File: src/rtl/mem_arbiter.sv
// mem_arbiter: two-port round-robin arbiter in front of a single-port RAM.
// Port 0 is the core, port 1 the loader/debug port. Accesses are fully
// serialised: grant, one RAM cycle, then a completion pulse.
//
// Handshake: a requester raises reqN with weN/addrN/wdataN and holds them
// until gntN pulses for one cycle. The operands are captured on that edge
// and req may then drop. doneN pulses exactly once per granted access;
// rdataN and errN are meaningful only in that done cycle and read 0 at
// every other time. A request that shows up while an access is in flight
// waits until the arbiter is idle again.
module mem_arbiter #(
  parameter int RAM_AW = 10
) (
  input  logic              clk,
  input  logic              rst,
  input  logic              req0,
  input  logic              req1,
  input  logic              we0,
  input  logic              we1,
  input  logic [31:0]       addr0,
  input  logic [31:0]       addr1,
  input  logic [31:0]       wdata0,
  input  logic [31:0]       wdata1,
  output logic              gnt0,
  output logic              gnt1,
  output logic              done0,
  output logic              done1,
  output logic [31:0]       rdata0,
  output logic [31:0]       rdata1,
  output logic              err0,
  output logic              err1,
  output logic              ram_en,
  output logic              ram_we,
  output logic [RAM_AW-1:0] ram_addr,
  output logic [31:0]       ram_wdata,
  input  logic [31:0]       ram_rdata,
  output logic [1:0]        dbg_state
);

  typedef enum logic [1:0] {
    S_IDLE   = 2'd0,
    S_ACCESS = 2'd1,
    S_RESP   = 2'd2
  } state_t;

  state_t              state_q;
  state_t              state_d;
  logic                last_q;   // port granted most recently
  logic                port_q;   // port owning the in-flight access
  logic                we_q;
  logic                mis_q;    // in-flight access is misaligned
  logic [RAM_AW-1:0]   addr_q;
  logic [31:0]         wdata_q;

  logic                any_req;
  logic                win;
  logic                grant;
  logic                sel_we;
  logic [RAM_AW-1:0]   sel_idx;
  logic [1:0]          sel_lo;
  logic [31:0]         sel_wdata;
  logic                sel_mis;
  logic                resp_rd;

  // Address bits above the RAM index wrap onto the RAM and are not used.
  logic unused_addr_hi;
  assign unused_addr_hi = ^{addr0[31:RAM_AW+2], addr1[31:RAM_AW+2]};

  assign dbg_state = state_q;

  // Round-robin winner selection and operand mux for the winning port.
  always_comb begin
    any_req = req0 | req1;
    if (req0 && req1) win = ~last_q;
    else              win = ~req0;
    grant     = (state_q == S_IDLE) && any_req && !rst;
    sel_we    = win ? we1 : we0;
    sel_idx   = win ? addr1[RAM_AW+1:2] : addr0[RAM_AW+1:2];
    sel_lo    = win ? addr1[1:0] : addr0[1:0];
    sel_wdata = win ? wdata1 : wdata0;
    sel_mis   = |sel_lo;
  end

  // Next-state logic: misaligned accesses skip the RAM cycle entirely.
  always_comb begin
    state_d = state_q;
    case (state_q)
      S_IDLE:   if (any_req) state_d = sel_mis ? S_RESP : S_ACCESS;
      S_ACCESS: state_d = S_RESP;
      S_RESP:   state_d = S_IDLE;
      default:  state_d = S_IDLE;
    endcase
  end

  // Output decode: grants in IDLE, RAM strobe in ACCESS, completion in RESP.
  always_comb begin
    gnt0      = grant && !win;
    gnt1      = grant && win;
    ram_en    = (state_q == S_ACCESS);
    ram_we    = ram_en && we_q;
    ram_addr  = ram_en ? addr_q : '0;
    ram_wdata = ram_en ? wdata_q : '0;
    done0     = (state_q == S_RESP) && !port_q;
    done1     = (state_q == S_RESP) && port_q;
    err0      = done0 && mis_q;
    err1      = done1 && mis_q;
    resp_rd   = !we_q && !mis_q;
    rdata0    = (done0 && resp_rd) ? ram_rdata : '0;
    rdata1    = (done1 && resp_rd) ? ram_rdata : '0;
  end

  // State register and capture of the granted request's operands.
  always_ff @(posedge clk or posedge rst) begin
    if (rst) begin
      state_q <= S_IDLE;
      last_q  <= 1'b1;
      port_q  <= 1'b0;
      we_q    <= 1'b0;
      mis_q   <= 1'b0;
      addr_q  <= '0;
      wdata_q <= '0;
    end else begin
      state_q <= state_d;
      if (grant) begin
        last_q  <= win;
        port_q  <= win;
        we_q    <= sel_we;
        mis_q   <= sel_mis;
        addr_q  <= sel_idx;
        wdata_q <= sel_wdata;
      end
    end
  end

endmodule

File: config.mk
export PLATFORM = sky130hd
export DESIGN_NAME = mem_arbiter
export DESIGN_NICKNAME = d
export VERILOG_FILES = /design/src/rtl/mem_arbiter.sv
export SDC_FILE = /design/constraint.sdc
export NUM_CORES = 1
export LEC_CHECK = 0
export CAP_MARGIN = 20
export CORE_MARGIN = 8
export CORE_UTILIZATION = 29
export CTS_BUF_LIST = sky130_fd_sc_hd__clkbuf_8
export CTS_CLUSTER_SIZE = 28
export DETAILED_ROUTE_END_ITERATION = 7
export PLACE_DENSITY = 0.76
export REMOVE_ABC_BUFFERS = 1
export SLEW_MARGIN = 20
export SYNTH_ARGS = -nofsm -noshare
export SYNTH_HDL_FRONTEND = slang
export SYNTH_SLANG_ARGS = --single-unit
File: constraint.sdc
create_clock -name clk -period 1.3 [get_ports clk]
set_input_delay 0.13 -clock clk [delete_from_list [all_inputs] [get_ports clk]]
set_output_delay 0.13 -clock clk [all_outputs]
set_load 0.01 [all_outputs]
# == Word level (Yosys, flattened, before mapping) ==
# Cells that the tools add are included.
# op_classes
reduce_logical,20
eq_ne,3
n_bitwise,3
n_mux,12
# ops
cell,n
2-to-1 mux 32 bit,4
2-to-1 mux 10 bit,2
logical AND 1 bit,13
2-to-1 mux 2 bit,3
zero test 1 bit,5
one-hot mux 2 bit (2 select lines),1
"== test 2 x 1 -> 1 bit, second input constant",1
"== test 2 bit, second input constant",1
zero test 2 bit,1
2-to-1 mux 1 bit,2
"!= test 2 bit, second input constant",1
NOT 1 bit,2
OR reduction 2 bit,1
OR 1 bit,1
# word_totals
output_inout_bits,116
wordCells,45
register_bits,48
input_bits,166

# == Logic depth before layout (Yosys ltp) ==
# Gate-level depths: netlist of run 1.
# depth
depth_word,7
mapped_depth,5
ltp_nobuf,3

# == Worst setup path before layout of run 1 ==
# Ideal clock, no wire load.
# synth_timing
path_kind,reg2out
start,reg state_q[0] (netlist: dbg_state[0])
end,out rdata0[10]
stages_incl_launch_ff,5
arrival_ns,1.386
slack_ns,-0.216
required_ns,1.170
n_path_buf,1
cell_sequence,dfrtp_1 -> nor3b_2 -> nor3b_4 -> clkbuf_2 -> and2_1
# synth_between
elab_chain_len,4
# synth_rtl
element,line_no,rtl
from (decl),46,state_t state_q;
from (signal assigned),123,state_q <= state_d;
== test 2 bit,103,done0 = (state_q == S_RESP) && !port_q;
logical AND 1 bit,103,
net done0,26,"output logic done0,"
logical AND 1 bit,108,rdata0 = (done0 && resp_rd) ? ram_rdata : '0;
2-to-1 mux 32 bit,108,
to (decl),28,"output logic [31:0] rdata0,"
# The timed path passes the listed nets, and every way through them passes these cells.

# == Worst setup path after layout of run 1 ==
# layout_timing
start,reg state_q[0] (netlist: dbg_state[0])
end,out ram_wdata[16]
# layout_between
elab_chain_len,2
# layout_rtl
element,line_no,rtl
== test 2 x 1 -> 1 bit,99,ram_en = (state_q == S_ACCESS);
2-to-1 mux 32 bit,102,ram_wdata = ram_en ? wdata_q : '0;
to (decl),35,"output logic [31:0] ram_wdata,"
# No other way between the ends.

==> qor.txt, run 1 <==
Adder-cell share of the synthesized area - 0%
Syn avg cell area - 7.96 sq um
Remaining Overflow, GRT - 0
CP Launch Type - flip-flop
Total power - 0.00756 W
Fraction of the mapped netlist area in simple logic gates - 32.1%
Worst path slowest cell - dfrtp_1
Peak supply drop - 0.618 mV
Grt met3 use - 6.00%
Mapped cell area - 3190 sq um
Initial antenna violation count - 0
Rows - 38
Share of the core filled with cells - 60.1%
Clock skew - 0.00739 ns
Top FF cell, synth - dfrtp_1
Top Ports - 282
Cells on worst reg2reg path - 7
Port Buf Inserts - 241
GPL Wtd Cong - 0.897
Final setup fails - 160
Synth area leaders - dfrtp_1, and2_1, a31oi_1, a21oi_1, o21ai_0
R2R setup slack - -0.42 ns
Antenna fix cells - 0
Num CTS Buffers - 5
CORE AREA - 10800 sq um
Drt wl/cell - 20.5 microns
Die footprint - 14600 sq um
Deepest clock path buffer count - 2
Internal power - 0.00479 W
CTS root buf - clkbuf_8
Switching part of the total power - 36.6%
Sw power - 0.00277 W
Initial Util - 29.6%
Clock power share - 12.6%
Clk_lat worst skew - 0.30 ns
Nets - 831
Vias in the first global route - 4406
Multi-input combinational cell area - 2000 sq um
Most common cell after layout, fill and taps aside - clkdlybuf4s50_1
Max_cap viols - 0
Worst reg2reg endpoint - we_q$_DFFE_PP0P_
Pwr per Cell Area - 1170 nW/um^2
Post-synthesis compound-gate area fraction - 23.7%
WP data arrival - 1.74 ns
WS Path Type - reg2out
Met1 usage - 20.7%
Hpwl dp - 11700 microns
CTS Sinks - 48
H-tree levels - 2
Sequential Power Share - 34.2%
Share of cells above drive strength 1 - 36.9%
Area share of the largest cell type after synthesis - 36.8%
Yosys reg bits - 48
Drt drc - 0
Hold_ws - 0.373 ns
Height of the die - 121 microns
Total track usage - 20.4%
Vias - 4213
Slew HR - 78.3%
Leading cell types in the layout, fill and taps excluded - clkdlybuf4s50_1, buf_6, and2_1
P&R area growth vs syn - 103%
Library cells used by synthesis - 28
Pin count of the biggest net entering global routing - 47
Worst-path fanout max - 11
Placed cells - 771
RSZ-0062 raised after global routing - true
CP Cell Sequence - buf_4, and2b_4, bufbuf_16, and2_1, clkdlybuf4s15_2
Mapped Cells - 401
Initial DRC count - 206
Register area share after synthesis - 37.7%
Drt first pass iters - 4
Fin crit share - 144%
Fin crit period - 1.87 ns
M2 GR Usage - 38.8%
Outcome - finished, violations left
Pleak - 2.86 nW
Hold Fails Final Rpt - 0
Slowest stage delay, CP - 0.42 ns
Measured slew at the worst slew-check pin - 0.325 ns
Finished Layout Cells - 806
Die width - 121 microns
Fmax - 535 MHz
Max Slew Vio Count - 0
Fill cells - 930
WL final - 16500 microns
Post-synth ARST share - 100%
Combinational share of power - 53.2%
Failing checks - negative setup slack
Setup TNS - -71.54 ns
Post-route antenna net violation count - 0
RR Startpoint - dbg_state[1]$_DFFE_PP0P_
GRT Max-Usage Layer - met2
EDFF count, synth - 0
Register area - 1200 sq um
First-pass GRT wire length - 23600 microns
Crit path capture type - output port
Worst min path class - in2async
Largest family of logic cells by synthesized area - simple AND/OR/NAND/NOR gates
CTS tree - built
CTS clk-pin slew, worst paths - 0.09 ns
Post-route setup slack - -0.571 ns
Average vias per placed instance - 5.23
Required time of the worst setup path - 1.17 ns
Multiplexer share of the synthesized area - 0%
Worst setup startpoint - dbg_state[0]$_DFFE_PP0P_
Synth Area in XOR/XNOR - 0%
Yosys Warn Count - 0
Critical path capture point - ram_wdata[16]
Area leader, netlist - dfrtp_1
==> worst max-delay path: cells and delay by family (launching register included) <==
family	cells	cell delay, ns
buf+inv	3	0.67
flops	1	0.42
simple gates	2	0.35
==> what timing repair did <==
action,CTS,global route
hold endpoints to repair,0,0
setup buffers,14,6
hold buffers,0,0
gates resized for setup,535,75
setup endpoints to repair,164,163
cloned,7,4
pin swaps,27,13
==> Yosys cell counts (2+ instances only) <==
library cell / number
and2_1: 109
inv_1: 3
o21ai_0: 44
o41ai_1: 2
nor2_1: 2
nor3_1: 3
buf_2: 8
nand3_1: 43
buf_4: 4
nor3b_2: 2
a31oi_1: 44
clkbuf_2: 7
dfrtp_1: 47
a21oi_1: 46
clkbuf_1: 24
==> worst min path at each step <==
stage	slack, ns	cells past startpoint	startpoint	endpoint
5_1_grt	0.38	4	rst	wdata_q[17]$_DFFE_PP0P_
4_1_cts	0.35	4	rst	wdata_q[17]$_DFFE_PP0P_
3_5_place_dp	0.53	2	wdata_q[21]$_DFFE_PP0P_	wdata_q[21]$_DFFE_PP0P_
2_1_floorplan	0.20	1	req0	last_q$_DFFE_PP1P_
6_report	0.37	4	rst	wdata_q[14]$_DFFE_PP0P_
3_3_place_gp	0.52	2	wdata_q[2]$_DFFE_PP0P_	wdata_q[2]$_DFFE_PP0P_
==> stage by stage <==
stage,setup slack [ns],cell area [sq um]
global route,-0.656,6490
floorplan,-2.08,3000
CTS,-0.585,6110
detailed placement,-0.604,5930
global placement,-0.601,5930
finish,-0.571,6490
==> power groups by stage <==
stage | combinational [W] | sequential (W) | clock [W]
4_1_cts | 0.00366 | 0.00258 | 0.000967
2_1_floorplan | 0.00152 | 0.00248 | 0
6_report | 0.00402 | 0.00259 | 0.000953
3_3_place_gp | 0.00330 | 0.00255 | 0
3_5_place_dp | 0.00338 | 0.00260 | 0
5_1_grt | 0.00434 | 0.00267 | 0.00101
==> cell families (layout without fill, tap and decap cells) <==
| logic type | Yosys count | after routing |
|---|---|---|
| AOI/OAI and AO/OA | 138 | 138 |
| buffers and inverters | 46 | 311 |
| DFF | 48 | 48 |
| and+or+nand+nor | 169 | 169 |
==> state kept, by name, summed over array words and instances, names as in the netlist <==
| register | cells |
|---|---|
| mis_q | 1 |
| addr_q | 10 |
| wdata_q | 32 |
| dbg_state | 2 |
| port_q | 1 |
| last_q | 1 |
| we_q | 1 |
==> final cells by class <==
type	count	share of cell area [%]
inverter	3	0.174
sequential	48	18.5
clock buffer	6	1.27
timing repair buffer	300	46.4
tap	140	2.70
multi-input combinational	307	30.8
clock inverter	2	0.174
==> per-layer routing <==
metal  vias up  routed length, microns
met4         0                     493
met1      1994                    5970
met3        28                    1590
met2       253                    8450
li1       1938                       -
met5         -                       0
Note: power is estimated with default switching activity, not from simulation.
==> run 2, diff against run 1 <==
Settings changed: CELL_PAD_IN_SITES_DETAIL_PLACEMENT set to 1, CELL_PAD_IN_SITES_GLOBAL_PLACEMENT set to 2, CORE_UTILIZATION 29 to 14, CTS_CLUSTER_SIZE 28 to unset.
==> qor.txt, run 2 (synthesis gave the netlist of run 1 again) <==
WS Path Type - reg2out
Worst-path fanout max - 8 (-3)
Max_cap viols - 0 (unchanged)
Final setup fails - 161 (+0.63%)
Max reg flops - 32 (unchanged)
Height of the die - 167 microns (+38%)
Pleak - 3.12 nW (+9.1%)
GPL Wtd Cong - 0.763 (-15%)
Hold Fails Final Rpt - 0 (unchanged)
Hold_ws - 0.279 ns (-0.0933 ns)
Initial antenna violation count - 0 (unchanged)
Die width - 167 microns (+38%)
Crit path capture type - output port
Post-route setup slack - -0.592 ns (-0.0216 ns)
Die footprint - 27900 sq um (+91%)
Clock skew - 0.0159 ns (+0.00855 ns)
RSZ-0062 raised after global routing - true
R2R setup slack - -0.52 ns (-0.10 ns)
Hold buffers post-CTS - 0 (unchanged)
Failing checks - negative setup slack
Placed cells - 921 (+19%)
CTS Sinks - 48 (unchanged)
Cells on worst reg2reg path - 8 (+1)
Max Used Layer - met4
Num CTS Buffers - 5 (unchanged)
Remaining Overflow, GRT - 0 (unchanged)
Leading cell types in the layout, fill and taps excluded - clkdlybuf4s50_1, buf_6, and2_4
Met3 wire len - 1720 microns (+7.8%)
Measured slew at the worst slew-check pin - 0.428 ns (+0.103 ns)
H-tree levels - 2 (unchanged)
Average vias per placed instance - 4.41 (-16%)
Max Slew Vio Count - 0 (unchanged)
Post-route antenna net violation count - 0 (unchanged)
Nets - 846 (+1.8%)
WP data arrival - 1.76 ns (+0.02 ns)
CP Launch Type - flip-flop
DRT met1 WL - 8860 microns (+48%)
P&R area growth vs syn - 135%
Most flops, register - wdata_q
Pin count of the biggest net entering global routing - 44 (-6.4%)
Critical path capture point - rdata0[26]
Worst setup startpoint - dbg_state[0]$_DFFE_PP0P_
Port Buf Inserts - 241 (unchanged)
Pwr per Cell Area - 1180 nW/um^2 (+1.5%)
CTS root buf - clkbuf_8
WL final - 21200 microns (+28%)
Worst min path class - in2reg
Peak supply drop - 0.429 mV (-31%)
Vias in the first global route - 4783 (+8.6%)
Fin crit share - 146% (+1.7 points)
Met2 WL post-DR - 10300 microns (+22%)
Required time of the worst setup path - 1.17 ns (about the same)
Fin crit period - 1.89 ns (+0.0216 ns)
Drt first pass iters - 4 (unchanged)
CTS tree - built
Initial DRC count - 173 (-16%)
Most common cell after layout, fill and taps aside - clkdlybuf4s50_1
Slew HR - 71.5% (-6.8 points)
Drt wl/cell - 21.9 microns (+7.2%)
Top Ports - 282 (unchanged)
CORE AREA - 22500 sq um (+110%)
CTS clk-pin slew, worst paths - 0.09 ns (about the same)
Clk_lat worst skew - 0.32 ns (+0.02 ns)
RR Startpoint - dbg_state[1]$_DFFE_PP0P_
Total track usage - 14.2% (-6.1 points)
Drt drc - 0 (unchanged)
Vias - 4261 (+1.1%)
Finished Layout Cells - 966 (+20%)
Hpwl dp - 13500 microns (+15%)
Fmax - 528 MHz (-1.1%)
Share of the core filled with cells - 33.3% (-27 points)
Initial Util - 14.2% (-15 points)
Deepest clock path buffer count - 2 (unchanged)
Share of cells above drive strength 1 - 46.5% (+9.6 points)
Worst reg2reg endpoint - wdata_q[7]$_DFFE_PP0P_
Setup TNS - -75.34 ns (-3.80 ns)
Rows - 55 (+45%)
First-pass GRT wire length - 30800 microns (+30%)
Antenna fix cells - 0 (unchanged)
Outcome - finished, violations left
==> run 2: cell count changes in the layout (fill, tap and decap cells not counted), moves of 2 or more <==
cell,delta
buf_8,+2
and2_1,-33
buf_2,-22
and2_4,+33
buf_16,+4
a31oi_1,-19
buf_12,+5
buf_6,+41
a31oi_4,+18
clkbuf_16,+2
clkdlybuf4s15_2,-13
==> run 2: worst max-delay path: stages, from the launching register on <==
cell and delay [ns]:
dfrtp_1 0.43, nor3b_4 0.23, nor3b_4 0.25, buf_6 0.15
clkbuf_16 0.15, and2_1 0.14, buf_6 0.11
==> run 2: worst min path at each step <==
stage,from,to,slack (ns),cells past startpoint
finish,req0,last_q$_DFFE_PP1P_,0.28,3
global route,req0,last_q$_DFFE_PP1P_,0.30,3
CTS,req0,last_q$_DFFE_PP1P_,0.25,3
detailed placement,wdata_q[26]$_DFFE_PP0P_,wdata_q[26]$_DFFE_PP0P_,0.53,2
global placement,wdata_q[16]$_DFFE_PP0P_,wdata_q[16]$_DFFE_PP0P_,0.52,2
floorplan,req0,last_q$_DFFE_PP1P_,0.20,1
==> run 2: final cells by class <==
class | count | area [sq um]
well taps | 285 | 357
inverters | 3 | 11.3
flip-flops and latches | 48 | 1200
multi-input cells | 307 | 2390
repair buffers | 315 | 3440
fillers | 2563 | 15000
clock inverters | 2 | 11.3
clock buffers | 6 | 82.6
==> run 2: metrics by stage <==
stage	setup WS, ns	total power, W	cell area [sq um]
after floorplan	-2.08	0.00401	3000
after global placement	-0.600	0.00602	6160
after detailed placement	-0.612	0.00610	6160
after CTS	-0.660	0.00815	6680
after global routing	-0.737	0.00944	7500
final	-0.592	0.00888	7500
==> run 2: power by group <==
part	switching [W]	internal, W	total, W
sequential	0.000471	0.00218	0.00265
combinational	0.00234	0.00288	0.00521
clock	0.000587	0.000427	0.00101
total	0.00340	0.00548	0.00888
==> run 2: timing repair <==
action / in CTS / in global routing
pin swaps: 13 / 63
setup buffers: 25 / 11
cloned: 12 / 5
resized for setup: 572 / 181
hold endpoints to repair: 0 / 0
setup endpoints to repair: 164 / 164
==> run 2: metal layers <==
metal  global-route usage (%)  vias to the layer above
li1                         -                     1976
met1                     17.0                     2071
met2                     23.9                      201
met3                     5.22                       13
met4                     3.37                        0
met5                        0                        -
